[config.mk]
export PLATFORM = sky130hd
export DESIGN_NAME = fifo_rr_drain_sched
export DESIGN_NICKNAME = d
export VERILOG_FILES = /design/src/rtl/fifo_rr_drain_sched.sv
export SDC_FILE = /design/constraint.sdc
export NUM_CORES = 1
export LEC_CHECK = 0
export CAP_MARGIN = 40
export CORE_MARGIN = 3
export CORE_UTILIZATION = 39
export DETAILED_ROUTE_END_ITERATION = 12
export GPL_ROUTABILITY_DRIVEN = 0
export PLACE_DENSITY = 0.88
export SLEW_MARGIN = 0
export SYNTH_ARGS = -nofsm -noshare
export SYNTH_HDL_FRONTEND = slang
export SYNTH_SLANG_ARGS = --single-unit
[constraint.sdc]
create_clock -name clk -period 3.55 [get_ports clk]
set_clock_uncertainty 0.05 [all_clocks]
set_input_delay 1.065 -clock clk [delete_from_list [all_inputs] [get_ports clk]]
set_output_delay 1.065 -clock clk [all_outputs]
set_load 0.005 [all_outputs]
[src/rtl/fifo_rr_drain_sched.sv]
// Round-robin drain of NUM_Q source FIFOs into one registered valid/ready stream.
// One queue is granted at a time for a burst of up to BURST_LEN words.
//
// state   | meaning
// --------+-----------------------------------------------------------
// S_IDLE  | arbitrate: pick next non-empty queue after rr_last (no pop)
// S_GRANT | pop granted queue while output slot is free, up to burst cap
module fifo_rr_drain_sched #(
  parameter int NUM_Q      = 4,
  parameter int DATA_WIDTH = 8,
  parameter int BURST_LEN  = 4,
  parameter int QID_W      = 2
) (
  input  logic                        clk,
  input  logic                        rst,
  input  logic                        en,
  input  logic [NUM_Q-1:0]            q_empty,
  input  logic [NUM_Q*DATA_WIDTH-1:0] q_data,
  output logic [NUM_Q-1:0]            q_re_en,
  output logic                        out_valid,
  output logic [DATA_WIDTH-1:0]       out_data,
  output logic [QID_W-1:0]            out_src,
  input  logic                        out_ready,
  output logic                        busy,
  output logic [QID_W-1:0]            grant_id
);

  localparam int BC_W = $clog2(BURST_LEN + 1);
  localparam logic [0:0] S_IDLE  = 1'b0;
  localparam logic [0:0] S_GRANT = 1'b1;
  localparam logic [BC_W-1:0] BURST_LAST = BC_W'(BURST_LEN - 1);

  logic [0:0]            state;
  logic [QID_W-1:0]      rr_last;
  logic [BC_W-1:0]       burst_cnt;
  logic [DATA_WIDTH-1:0] q_word [NUM_Q];
  logic                  slot_free;
  logic                  grant_empty;
  logic                  pop;
  logic                  pick_found;
  logic [QID_W-1:0]      pick_idx;
  logic [QID_W-1:0]      cand;

  always_comb begin
    for (int i = 0; i < NUM_Q; i++) begin
      q_word[i] = q_data[i*DATA_WIDTH +: DATA_WIDTH];
    end
  end

  assign slot_free   = !out_valid || out_ready;
  assign grant_empty = q_empty[grant_id];
  assign pop         = (state == S_GRANT) && slot_free && !grant_empty;
  assign busy        = (state == S_GRANT);

  // Scan from farthest to nearest so the queue closest after rr_last wins.
  always_comb begin
    pick_found = 1'b0;
    pick_idx   = '0;
    cand       = '0;
    for (int k = NUM_Q; k >= 1; k--) begin
      cand = QID_W'((int'(rr_last) + k) % NUM_Q);
      if (!q_empty[cand]) begin
        pick_found = 1'b1;
        pick_idx   = cand;
      end
    end
  end

  always_comb begin
    q_re_en = '0;
    if (pop) begin
      q_re_en[grant_id] = 1'b1;
    end
  end

  always_ff @(posedge clk) begin
    if (rst) begin
      state     <= S_IDLE;
      rr_last   <= QID_W'(NUM_Q - 1);
      grant_id  <= '0;
      burst_cnt <= '0;
    end else begin
      case (state)
        S_IDLE: begin
          if (en && pick_found) begin
            grant_id  <= pick_idx;
            burst_cnt <= '0;
            state     <= S_GRANT;
          end
        end
        S_GRANT: begin
          if (grant_empty) begin
            rr_last <= grant_id;
            state   <= S_IDLE;
          end else if (pop) begin
            burst_cnt <= burst_cnt + BC_W'(1);
            if (burst_cnt == BURST_LAST) begin
              rr_last <= grant_id;
              state   <= S_IDLE;
            end
          end
        end
        default: state <= S_IDLE;
      endcase
    end
  end

  // A pop and a downstream handshake in the same cycle simply replace the word.
  always_ff @(posedge clk) begin
    if (rst) begin
      out_valid <= 1'b0;
      out_data  <= '0;
      out_src   <= '0;
    end else if (pop) begin
      out_valid <= 1'b1;
      out_data  <= q_word[grant_id];
      out_src   <= grant_id;
    end else if (out_valid && out_ready) begin
      out_valid <= 1'b0;
    end
  end

endmodule
---- Yosys cells after proc, flatten, opt, wreduce, memory -nomap -nowiden ----
Index checks and enable logic that the tools add are counted.
operators by class
  add/subtract/negate cells ............... 5
  order comparisons ....................... 7
  equality and inequality tests ........... 4
  multiplexer cells ....................... 38
  bitwise gates (word level) .............. 2
  reductions and logical operators ........ 14
operator list
  kind                                                         number
  binary-select mux 8 bit (select 2 bit)                       1
  two-way mux 1 bit                                            16
  two-way mux 8 bit                                            2
  less-than comparator 2 x 3 -> 1 bit (second input constant)  5
  two-way mux 2 bit                                            7
  binary-select mux 1 bit (select 2 bit)                       5
  two-way mux 3 bit                                            3
  one-hot mux 3 bit (2 select lines)                           1
  AND reduction 3 bit                                          2
  nonzero test 2 bit                                           3
  logical AND 1 bit                                            5
  adder 2 x 1 -> 2 bit (second input constant)                 2
  adder 2 bit (second input constant)                          2
  two-way mux 4 bit                                            1
  inequality test 2 bit (second input constant)                2
  adder 3 x 1 -> 3 bit (second input constant)                 1
  equality test 3 x 2 -> 1 bit (second input constant)         1
  >= comparator 3 bit (second input constant)                  1
  NOT 2 -> 3 bit                                               1
  demux 1 bit (select 2 bit)                                   1
  >= comparator 2 x 1 -> 1 bit (second input constant)         1
  zero test 1 bit                                              2
  inequality test 2 x 1 -> 1 bit (second input constant)       1
  one-hot mux 1 bit (2 select lines)                           1
  other kinds (3)                                              3
word-level totals
  register bits after elaboration ......... 19
  output and inout port bits .............. 18
  logic and storage cells ................. 77

---- Logic depth before layout (Yosys ltp) ----
Gate-level depths: netlist of run 1.
  depth after elaboration ................. 10
  gate-level depth with buffers ........... 7
  gate-level depth less buffers ........... 5

---- Worst setup path before layout of run 1 ----
OpenSTA, ideal clock, no wires.
  kind .................................... input to output
  from .................................... in q_empty[3]
  to ...................................... out q_re_en[0]
  data arrival time ....................... 2143 ps
  required time ........................... 2435 ps
  path slack .............................. 292 ps
  cell stages on the path ................. 5
  path buffers ............................ 2
  cells stage by stage .................... mux4_2 -> nand3b_4 -> buf_6 -> buf_8 -> nor3_1
on the way
  longest elaborated chain between the ends .. 5
ends and longest elaborated chain
  element                                  RTL line  source
  start, declared                          17        input logic [NUM_Q-1:0] q_empty,
  binary-select mux 1 bit (select 2 bit)   51        assign grant_empty = q_empty[grant_id];
  two-way mux 1 bit (not written as such)  51
  zero test 1 bit                          52        assign pop = (state == S_GRANT) && slot_free && !grant_empty;
  logical AND 1 bit                        52
  two-way mux 4 bit                        71        if (pop) begin
  end, declared                            19        output logic [NUM_Q-1:0] q_re_en,
Every way passes these cells. The select of a mux whose other input is x is not followed.

---- Worst setup path after layout of run 1 ----
  from .................................... in q_empty[2]
  to ...................................... out q_re_en[0]
The elaborated chain is that of the path after synthesis.

==> impl_metrics.csv, run 1 <==
group,metric,value,unit
run_status,run_status,"completed",
power_and_ir_drop,ir_drop,0.238,mV
synth,synthArstFlopShare,0,
timing,drv_slew,0,
hold_path,holdPathEnd,"out_src[1]$_SDFFE_PP0P_",
floorplanning,ios,58,
placed_design,place_area,1740,um2
grt,grt_antenna_before_repair,0,
worst_setup_path,path_class,"in -> out",
synth,ys_seq_area_frac,0.343,
floorplanning,die_area,3520,um2
clock_tree,clockBufferDepth,2,
timing,layout_worst_path_cycle_share,0.979,
worst_setup_path,worst-r2r-setup-slack,1.52,ns
clock_tree,clk-insertion-delay-late,0.31,ns
timing,min_period,3.47,ns
floorplanning,die_w,59.3,um
floorplanning,initial_core_util,0.429,
run,maxCapViolations,0,
synth,synth.distinct_cells,30,
clock_tree,h-tree-depth,1,
finish,layout.cells.most_common,"clkdlybuf4s50_1",
synth,synth_top_area_cell,"dfxtp_1",
placed_design,port-buffer-count,57,
synth,syn_inst,105,
synth,synth-edff-count,0,
timing,setup_viol,0,
grt,overflow,0,
synth,syn_area,1110,um2
finish,antenna-diode-count,0,
synth,ys_ff_latch,19,
clock_tree,cts_tree,"done",
grt,grt_usage,0.195,
clock_tree,cts_buffers,3,
worst_setup_path,startpoint,"q_empty[2]",
timing,fmax,0.288,GHz
detailed_routing,wl_per_cell,16.0,um
detailed_routing,first_pass_iters,4,
worst_setup_path,startpoint_type,"input pin",
detailed_routing,avgViaCountPerCell,5.55,
hold_path,hold_start,"out_src[1]$_SDFFE_PP0P_",
detailed_routing,vias,1127,
timing,slew_headroom,0.498,
hold_path,whs_path_depth,2,
synth,ys.flop_type,"dfxtp_1",
timing,setup_tns,0,ns
detailed_routing,drtAntennaViolNets,0,
timing,tightest_slew,0.751,ns
worst_setup_path,crit_path_end_kind,"output port",
power_and_ir_drop,p_leak,0.772,nW
detailed_routing,drc_errors,0,
clock_tree,clock_tree.root_cell,"clkbuf_4",
timing,rsz0062_at_grt,"no",
clock_tree,clock-sinks,19,
synth,synth_area_leaders,"dfxtp_1 (34%), mux4_2 (12%), mux2i_1 (11%)",
synth,yosysTopAreaCellShare,0.343,
synth,yosys_warnings,0,
clock_tree,path_clk_slew,0.12,ns
finish,layout_common_cells,"clkdlybuf4s50_1 (49), dfxtp_1 (19), nor2_1 (15), buf_4 (13), mux2i_1 (12)",
finish,nets,216,
floorplanning,coreArea,2590,um2
grt,grt_pass1_vias,1188,
worst_setup_path,cp.required,2.43,ns
grt,grt_pass1_wl,5.09,mm
detailed_routing,wirelength,3.25,mm
worst_setup_path,path_max_fanout,2,
worst_setup_path,arrival,2.36,ns
worst_setup_path,timing.rr.start,"grant_id[0]$_SDFFE_PP0P_",
worst_setup_path,r2r_end,"burst_cnt[0]$_SDFFE_PP0P_",
placed_design,dpl.hpwl,2.44,mm
detailed_routing,drtIter0Drc,19,
floorplanning,die_h,59.3,um
grt,grt_start_max_net_pins,22,
floorplanning,num_rows,18,
finish,final_util,0.700,
power_and_ir_drop,p_per_area,285,nW/um2
hold_path,hp-class,"reg -> reg",
finish,synthToLayoutAreaGrowth,63.5,%
worst_setup_path,reg2regPathDepth,7,
finish,fin_area,1810,um2
synth,synth_fp_nets,147,
synth,syn-mean-instance-area,10.6,um2
timing,hold_viol_final,0,
finish,fill_cells,172,
finish,layout-drive-gt1-share,0.185,
-- cell usage after synthesis, types with 2 or more instances --
cell type and number:
mux4_1 3, mux2i_1 12, clkbuf_1 4, nand3_1 3, nand2b_1 2, nand3b_1 2
a211oi_1 2, inv_1 3, nor2_1 15, nand2_1 4, buf_6 2, ha_1 2
a21oi_1 8, nand4_1 2, o2bb2ai_1 2, dfxtp_1 19, mux4_2 6, nor3_1 2
-- flip-flops by register name (all words and copies together), names as in the netlist --
name       cells
out_data       8
rr_last        2
burst_cnt      3
busy           1
grant_id       2
out_src        2
out_valid      1
-- worst max path at each step --
| stage | end | slack, ns | depth (start not counted) |
|---|---|---|---|
| 2_1_floorplan | q_re_en[0] | 0.29 | 5 |
| 3_5_place_dp | q_re_en[1] | -0.52 | 5 |
| 3_3_place_gp | q_re_en[0] | -0.40 | 5 |
| 4_1_cts | q_re_en[3] | 0.001 | 5 |
| 5_1_grt | q_re_en[0] | 0.002 | 6 |
| 6_report | q_re_en[0] | 0.08 | 6 |
-- report_power, final --
group | internal (mW) | switching, mW | total (mW)
Sequential | 0.225 | 0.0104 | 0.235
Clock | 0.0421 | 0.0737 | 0.116
Combinational | 0.107 | 0.0591 | 0.166
-- metrics by stage --
step / worst slack (ns) / cells / power, mW / hold slack, ns
final: 0.0751 / 203 / 0.517 / 0.425
after global routing: 0.00233 / 203 / 0.539 / 0.448
after global placement: -0.402 / 195 / 0.395 / 0.396
after CTS: 0.00146 / 202 / 0.516 / 0.422
after floorplan: 0.292 / 105 / 0.318 / 0.398
after detailed placement: -0.517 / 195 / 0.401 / 0.405
-- metal layers --
layer	global-route usage	vias up	share of wire
li1	-	529	-
met2	0.349	44	0.54
met5	0	-	0
met3	0.0850	8	0.083
met1	0.193	546	0.35
met4	0.0809	0	0.023
-- what timing repair did --
item	CTS	global route
resized for setup	15	6
pin swaps	0	1
setup buffers	3	1
cloned	0	0
hold buffers	0	0
setup endpoints to repair	4	3
-- area by class of cell --
type                            count  area [um2]  area share
Multi-Input combinational cell     76         689       0.380
Inverter                            3        11.3     0.00621
Clock buffer                        3        22.5      0.0124
Clock inverter                      1        5.00     0.00276
Timing Repair Buffer               71         668       0.368
Tap cell                           30        37.5      0.0207
Sequential cell                    19         380       0.210
-- cells by family after synthesis --
| group | count (synthesis) | synth area share |
|---|---|---|
| AO/OA/AOI/OAI | 17 | 0.100 |
| buffers and inverters | 10 | 0.0575 |
| flip-flops | 19 | 0.343 |
| adder cells (fa/ha/maj) | 2 | 0.0225 |
| multiplexers | 22 | 0.311 |
| AND/OR/NAND/NOR | 35 | 0.166 |
-- critical path, cell delays in order --
cell and delay [ns]:
dlygate4sd2_1 0.24, mux4_2 0.48, nand3b_4 0.19, buf_6 0.14, nor3_4 0.09, buf_2 0.14
Note: power is estimated with default switching activity, not from simulation.
==> run 2, diff against run 1 <==
CORE_UTILIZATION = 40   (was 39)
CTS_BUF_LIST = sky130_fd_sc_hd__clkbuf_8   (was not set)
PLACE_DENSITY = 0.9   (was 0.88)
==> run 2 against run 1 <==
Cell count is 1.5% lower. First-iteration DRC count fell by 16%. Sequential share of layout area grew 0.26 points. Clock-buffer cell count unchanged. Sequential cell count is the same. Clock power rose by 28%. Global-route usage increased by 0.75 points. Core utilization is 0.26 points lower. Worst setup slack got worse by 0.026 ns. Sequential power is essentially flat. Cell area down 1.2%. Critical path depth shrank 1.
==> impl_metrics.csv, run 2 (synthesis gave the netlist of run 1 again) <==
group,metric,value,unit
run_status,run_status,"completed",
floorplanning,die_w,58.7,um
timing,rsz0062_at_grt,"no",
timing,tightest_slew,0.788,ns
hold_path,whs_path_depth,2,
worst_setup_path,startpoint,"q_empty[2]",
worst_setup_path,worst-r2r-setup-slack,1.62,ns
grt,grt_pass1_wl,5.28,mm
finish,instances_no_fill,200,
floorplanning,die_h,58.7,um
worst_setup_path,critical_path_depth,5,
clock_tree,clk-insertion-delay-late,0.26,ns
worst_setup_path,crit_path_top_delay_cell,"mux4_2",
timing,setup_viol,0,
run,maxCapViolations,0,
detailed_routing,wirelength,3.15,mm
clock_tree,path_clk_slew,0.07,ns
worst_setup_path,path_max_fanout,4,
worst_setup_path,critPathBufInv,2,
timing,whs,0.431,ns
power_and_ir_drop,switchingPower,139,uW
worst_setup_path,crit_path_end_kind,"output port",
floorplanning,initial_core_util,0.432,
clock_tree,clock_tree.root_cell,"clkbuf_8",
worst_setup_path,cp.required,2.43,ns
detailed_routing,vias,1099,
finish,layout-drive-gt1-share,0.159,
worst_setup_path,critPathTopFamily,"buffers and inverters",
placed_design,dpl.hpwl,2.41,mm
worst_setup_path,arrival,2.39,ns
power_and_ir_drop,switching_share,0.255,
detailed_routing,avgViaCountPerCell,5.50,
floorplanning,coreArea,2570,um2
grt,grt_usage,0.202,
clock_tree,h-tree-depth,1,
placed_design,dpl.cell_count,194,
timing,drv_slew,0,
worst_setup_path,startpoint_type,"input pin",
clock_tree,clockBufferDepth,2,
hold_path,hold_start,"burst_cnt[2]$_SDFFE_PP0P_",
finish,nets,213,
power_and_ir_drop,p_comb_frac,0.296,
detailed_routing,drtIter0Drc,16,
placed_design,port-buffer-count,57,
floorplanning,ios,58,
timing,fmax,0.286,GHz
power_and_ir_drop,power_frac_clock,0.272,
detailed_routing,drc_errors,0,
power_and_ir_drop,p_seq_frac,0.432,
detailed_routing,first_pass_iters,4,
grt,grt_antenna_before_repair,0,
finish,largest_reg_flops,8,
worst_setup_path,critPathMostFrequentCell,"dlygate4sd2_1",
timing,slew_headroom,0.473,
worst_setup_path,timing.rr.start,"grant_id[0]$_SDFFE_PP0P_",
finish,top_regs,"out_data x8, burst_cnt x3",
floorplanning,die_area,3440,um2
grt,grt_pass1_vias,1169,
clock_tree,clock-sinks,19,
clock_tree,cts_buffers,3,
timing,layout_worst_path_cycle_share,0.986,
worst_setup_path,cp_cell_sequence,"dlygate4sd2_1 -> mux4_2 -> nand3b_4 -> nor3_2 -> dlygate4sd2_1",
detailed_routing,wl_per_cell,15.8,um
finish,antenna-diode-count,0,
worst_setup_path,path_class,"in -> out",
finish,layout.cells.most_common,"clkdlybuf4s50_1",
timing,min_period,3.50,ns
timing,hold_viol_final,0,
clock_tree,cts_tree,"done",
power_and_ir_drop,ir_drop,0.251,mV
power_and_ir_drop,p_int,405,uW
finish,top_register,"out_data",
grt,grt_start_max_net_pins,22,
worst_setup_path,reg2regPathDepth,6,
detailed_routing,drtAntennaViolNets,0,
worst_setup_path,crit_path_max_incr_delay,0.47,ns
finish,layout_common_cells,"clkdlybuf4s50_1 (49), dfxtp_1 (19), nor2_1 (15), mux2i_1 (12), buf_4 (11)",
hold_path,hp-class,"reg -> reg",
finish,synthToLayoutAreaGrowth,61.4,%
floorplanning,num_rows,18,
grt,overflow,0,
power_and_ir_drop,p_leak,0.755,nW
power_and_ir_drop,p_per_area,304,nW/um2
## run 2: per-stage QoR
stage / cell area [um2] / setup TNS [ns] / power [mW] / utilization / worst slack (ns)
after floorplan: 1110 / 0 / 0.318 / - / 0.292
after global placement: 1730 / -1.06 / 0.394 / 0.675 / -0.398
after detailed placement: 1730 / -1.31 / 0.400 / 0.675 / -0.478
after CTS: 1790 / 0 / 0.545 / 0.696 / 0.00969
after global routing: 1790 / 0 / 0.569 / 0.698 / 0.00751
final: 1790 / 0 / 0.544 / 0.698 / 0.0492
## run 2: worst register-to-register path, stage by stage (launching register included)
cell,delay [ns]
dfxtp_1,0.36
mux4_2,0.51
nand3b_4,0.21
buf_4,0.16
buf_4,0.20
or2_1,0.25
a21oi_2,0.12
## run 2: area by class of cell
class                   count  area (um2)
fillers                   188         776
multi-input cells          76         678
repair buffers             68         639
flip-flops and latches     19         380
clock buffers               3        41.3
well taps                  30        37.5
inverters                   3        11.3
clock inverters             1        3.75
## run 2: power groups by stage
stage	Clock [mW]	Sequential, mW	Combinational (mW)
global route	0.158	0.237	0.174
detailed placement	0	0.240	0.160
floorplan	0	0.239	0.0787
finish	0.148	0.235	0.161
CTS	0.148	0.235	0.162
global placement	0	0.239	0.155
## run 2: final timing paths
check                                    to
setup / recovery                 q_re_en[1]
setup reg to reg  burst_cnt[0]$_SDFFE_PP0P_
hold / removal    burst_cnt[2]$_SDFFE_PP0P_
hold reg to reg   burst_cnt[2]$_SDFFE_PP0P_
## run 2: timing repair
action	CTS	global route
pin swaps	2	0
gates resized for setup	13	1
hold endpoints to repair	0	0
endpoints found under the setup margin	4	1
cloned	0	0
hold buffers	0	0
setup buffers	2	0
## run 2: layer usage
layer  share of wire  track usage
met1            0.37        0.230
met2            0.55        0.365
met3           0.048       0.0417
met4           0.025       0.0841
met5               0            0
==> run 3, diff against run 2 <==
CORE_UTILIZATION = 60   (was 40)
DONT_BUFFER_PORTS = 1   (was not set)
PLACE_DENSITY = 0.85   (was 0.9)
REMOVE_ABC_BUFFERS = 1   (was not set)
==> run 3 against run 2 <==
Sequential power barely moved. Cell count down 36%. Critical path depth fell by 2. Sequential share of layout area up 12 points. Critical path type unchanged. Critical endpoint unchanged. Largest power group unchanged.
==> impl_metrics.csv, run 3 (synthesis gave the netlist of run 1 again) <==
group,metric,value,unit
floorplanning,die_h,49.0,um
worst_setup_path,path_class,"in -> out",
timing,min_period,3.08,ns
worst_setup_path,cp.required,2.43,ns
clock_tree,hold_buffers,0,
finish,nets,148,
timing,hold_viol_final,0,
power_and_ir_drop,ir_drop,0.251,mV
clock_tree,cts_buffers,3,
finish,antenna-diode-count,0,
clock_tree,clock_tree.root_cell,"clkbuf_8",
grt,grt_usage,0.197,
floorplanning,ios,58,
worst_setup_path,worst-r2r-setup-slack,1.77,ns
clock_tree,cts_setup_buffers,0,
detailed_routing,avgViaCountPerCell,6.39,
worst_setup_path,critPathTopFamily,"multiplexers",
clock_tree,path_clk_slew,0.07,ns
grt,grt_pass1_vias,833,
clock_tree,cts_tree,"done",
grt,overflow,0,
timing,layout_worst_path_cycle_share,0.868,
finish,top_register,"out_data",
worst_setup_path,cp_cell_sequence,"mux4_2 -> nand3b_4 -> nor3_1",
detailed_routing,vias,824,
floorplanning,coreArea,1630,um2
worst_setup_path,critical_path_depth,3,
worst_setup_path,startpoint,"q_empty[3]",
timing,whs,0.415,ns
grt,grt_antenna_before_repair,0,
worst_setup_path,crit_path_top_delay_cell,"mux4_2",
finish,largest_reg_flops,8,
clock_tree,h-tree-depth,1,
hold_path,hp-class,"reg -> reg",
worst_setup_path,r2r_end,"burst_cnt[0]$_SDFFE_PP0P_",
detailed_routing,drtAntennaViolNets,0,
hold_path,whs_path_depth,2,
worst_setup_path,crit_path_end_kind,"output port",
clock_tree,clockBufferDepth,2,
worst_setup_path,startpoint_type,"input pin",
placed_design,dpl.hpwl,1.66,mm
detailed_routing,drtIter0Drc,10,
detailed_routing,wirelength,2.26,mm
timing,drv_slew,0,
finish,top_regs,"out_data x8, burst_cnt x3",
power_and_ir_drop,p_per_area,406,nW/um2
finish,layout.cells.most_common,"dfxtp_1",
floorplanning,die_w,49.0,um
timing,tightest_slew,0.347,ns
timing,setup_viol,0,
floorplanning,initial_core_util,0.681,
finish,layout_common_cells,"dfxtp_1 (19), nor2_1 (15), mux2i_1 (12), a21oi_1 (8), mux4_2 (6)",
power_and_ir_drop,p_leak,0.480,nW
worst_setup_path,critPathBufInv,0,
run_status,run_status,"completed",
detailed_routing,drc_errors,0,
clock_tree,clk-insertion-delay-late,0.26,ns
grt,grt_start_max_net_pins,22,
finish,layout-drive-gt1-share,0.152,
worst_setup_path,crit_path_max_incr_delay,0.48,ns
worst_setup_path,arrival,1.97,ns
placed_design,port-buffer-count,0,
clock_tree,cts_resized,0,
worst_setup_path,path_max_fanout,8,
timing,setup_tns,0,ns
grt,grt_pass1_wl,3.63,mm
detailed_routing,first_pass_iters,4,
run,maxCapViolations,0,
floorplanning,num_rows,14,
worst_setup_path,timing.rr.start,"grant_id[0]$_SDFFE_PP0P_",
finish,synthToLayoutAreaGrowth,4.17,%
worst_setup_path,reg2regPathDepth,5,
timing,rsz0062_at_grt,"no",
timing,slew_headroom,0.768,
detailed_routing,wl_per_cell,17.5,um
floorplanning,die_area,2400,um2
worst_setup_path,crit_end,"q_re_en[1]",
timing,fmax,0.324,GHz
clock_tree,clock-sinks,19,
[run 3: worst register-to-register path, cell delays in order, from the launching register on]
cell and delay (ns):
dfxtp_1 0.36, mux4_2 0.54, nand3b_4 0.19, buf_4 0.22
or2_1 0.24, a21oi_2 0.13
[run 3: per-stage QoR]
step                      instances  area, um2  setup slack (ns)  total power [mW]  utilization
final                           129       1160             0.468             0.470        0.710
after global routing            129       1160             0.435             0.493        0.710
after CTS                       129       1160             0.455             0.475        0.710
after global placement          125       1110             0.461             0.322        0.681
after detailed placement        125       1110             0.458             0.324        0.681
after floorplan                  98       1060             0.386             0.308            -
[run 3: worst min path at each step]
stage                                           end                       from
after CTS                 burst_cnt[2]$_SDFFE_PP0P_  burst_cnt[2]$_SDFFE_PP0P_
after global routing      burst_cnt[2]$_SDFFE_PP0P_  burst_cnt[2]$_SDFFE_PP0P_
final                     burst_cnt[2]$_SDFFE_PP0P_  burst_cnt[2]$_SDFFE_PP0P_
after floorplan           burst_cnt[2]$_SDFFE_PP0P_  burst_cnt[2]$_SDFFE_PP0P_
after detailed placement  burst_cnt[2]$_SDFFE_PP0P_  burst_cnt[2]$_SDFFE_PP0P_
after global placement    burst_cnt[2]$_SDFFE_PP0P_  burst_cnt[2]$_SDFFE_PP0P_
[run 3: layout make-up]
| cell class | instances | area (um2) |
|---|---|---|
| inverters | 3 | 11.3 |
| repair buffers | 3 | 22.5 |
| well taps | 24 | 30.0 |
| flip-flops and latches | 19 | 380 |
| multi-input cells | 76 | 666 |
| clock inverters | 1 | 5.00 |
| clock buffers | 3 | 41.3 |
| fillers | 120 | 473 |
[run 3: report_power, final]
part | switching, mW | internal [mW] | total [mW] | leakage [nW]
Sequential | 0.0113 | 0.225 | 0.236 | 0.155
Combinational | 0.0355 | 0.0468 | 0.0823 | 0.300
Clock | 0.0729 | 0.0781 | 0.151 | 0.0255
Total | 0.120 | 0.350 | 0.470 | 0.480
[run 3: per-layer routing]
metal	vias to the layer above	GRT usage	wire (um)
li1	393	-	-
met1	386	0.211	860
met2	40	0.333	1150
met3	5	0.0703	198
met4	0	0.114	51
met5	-	0	0
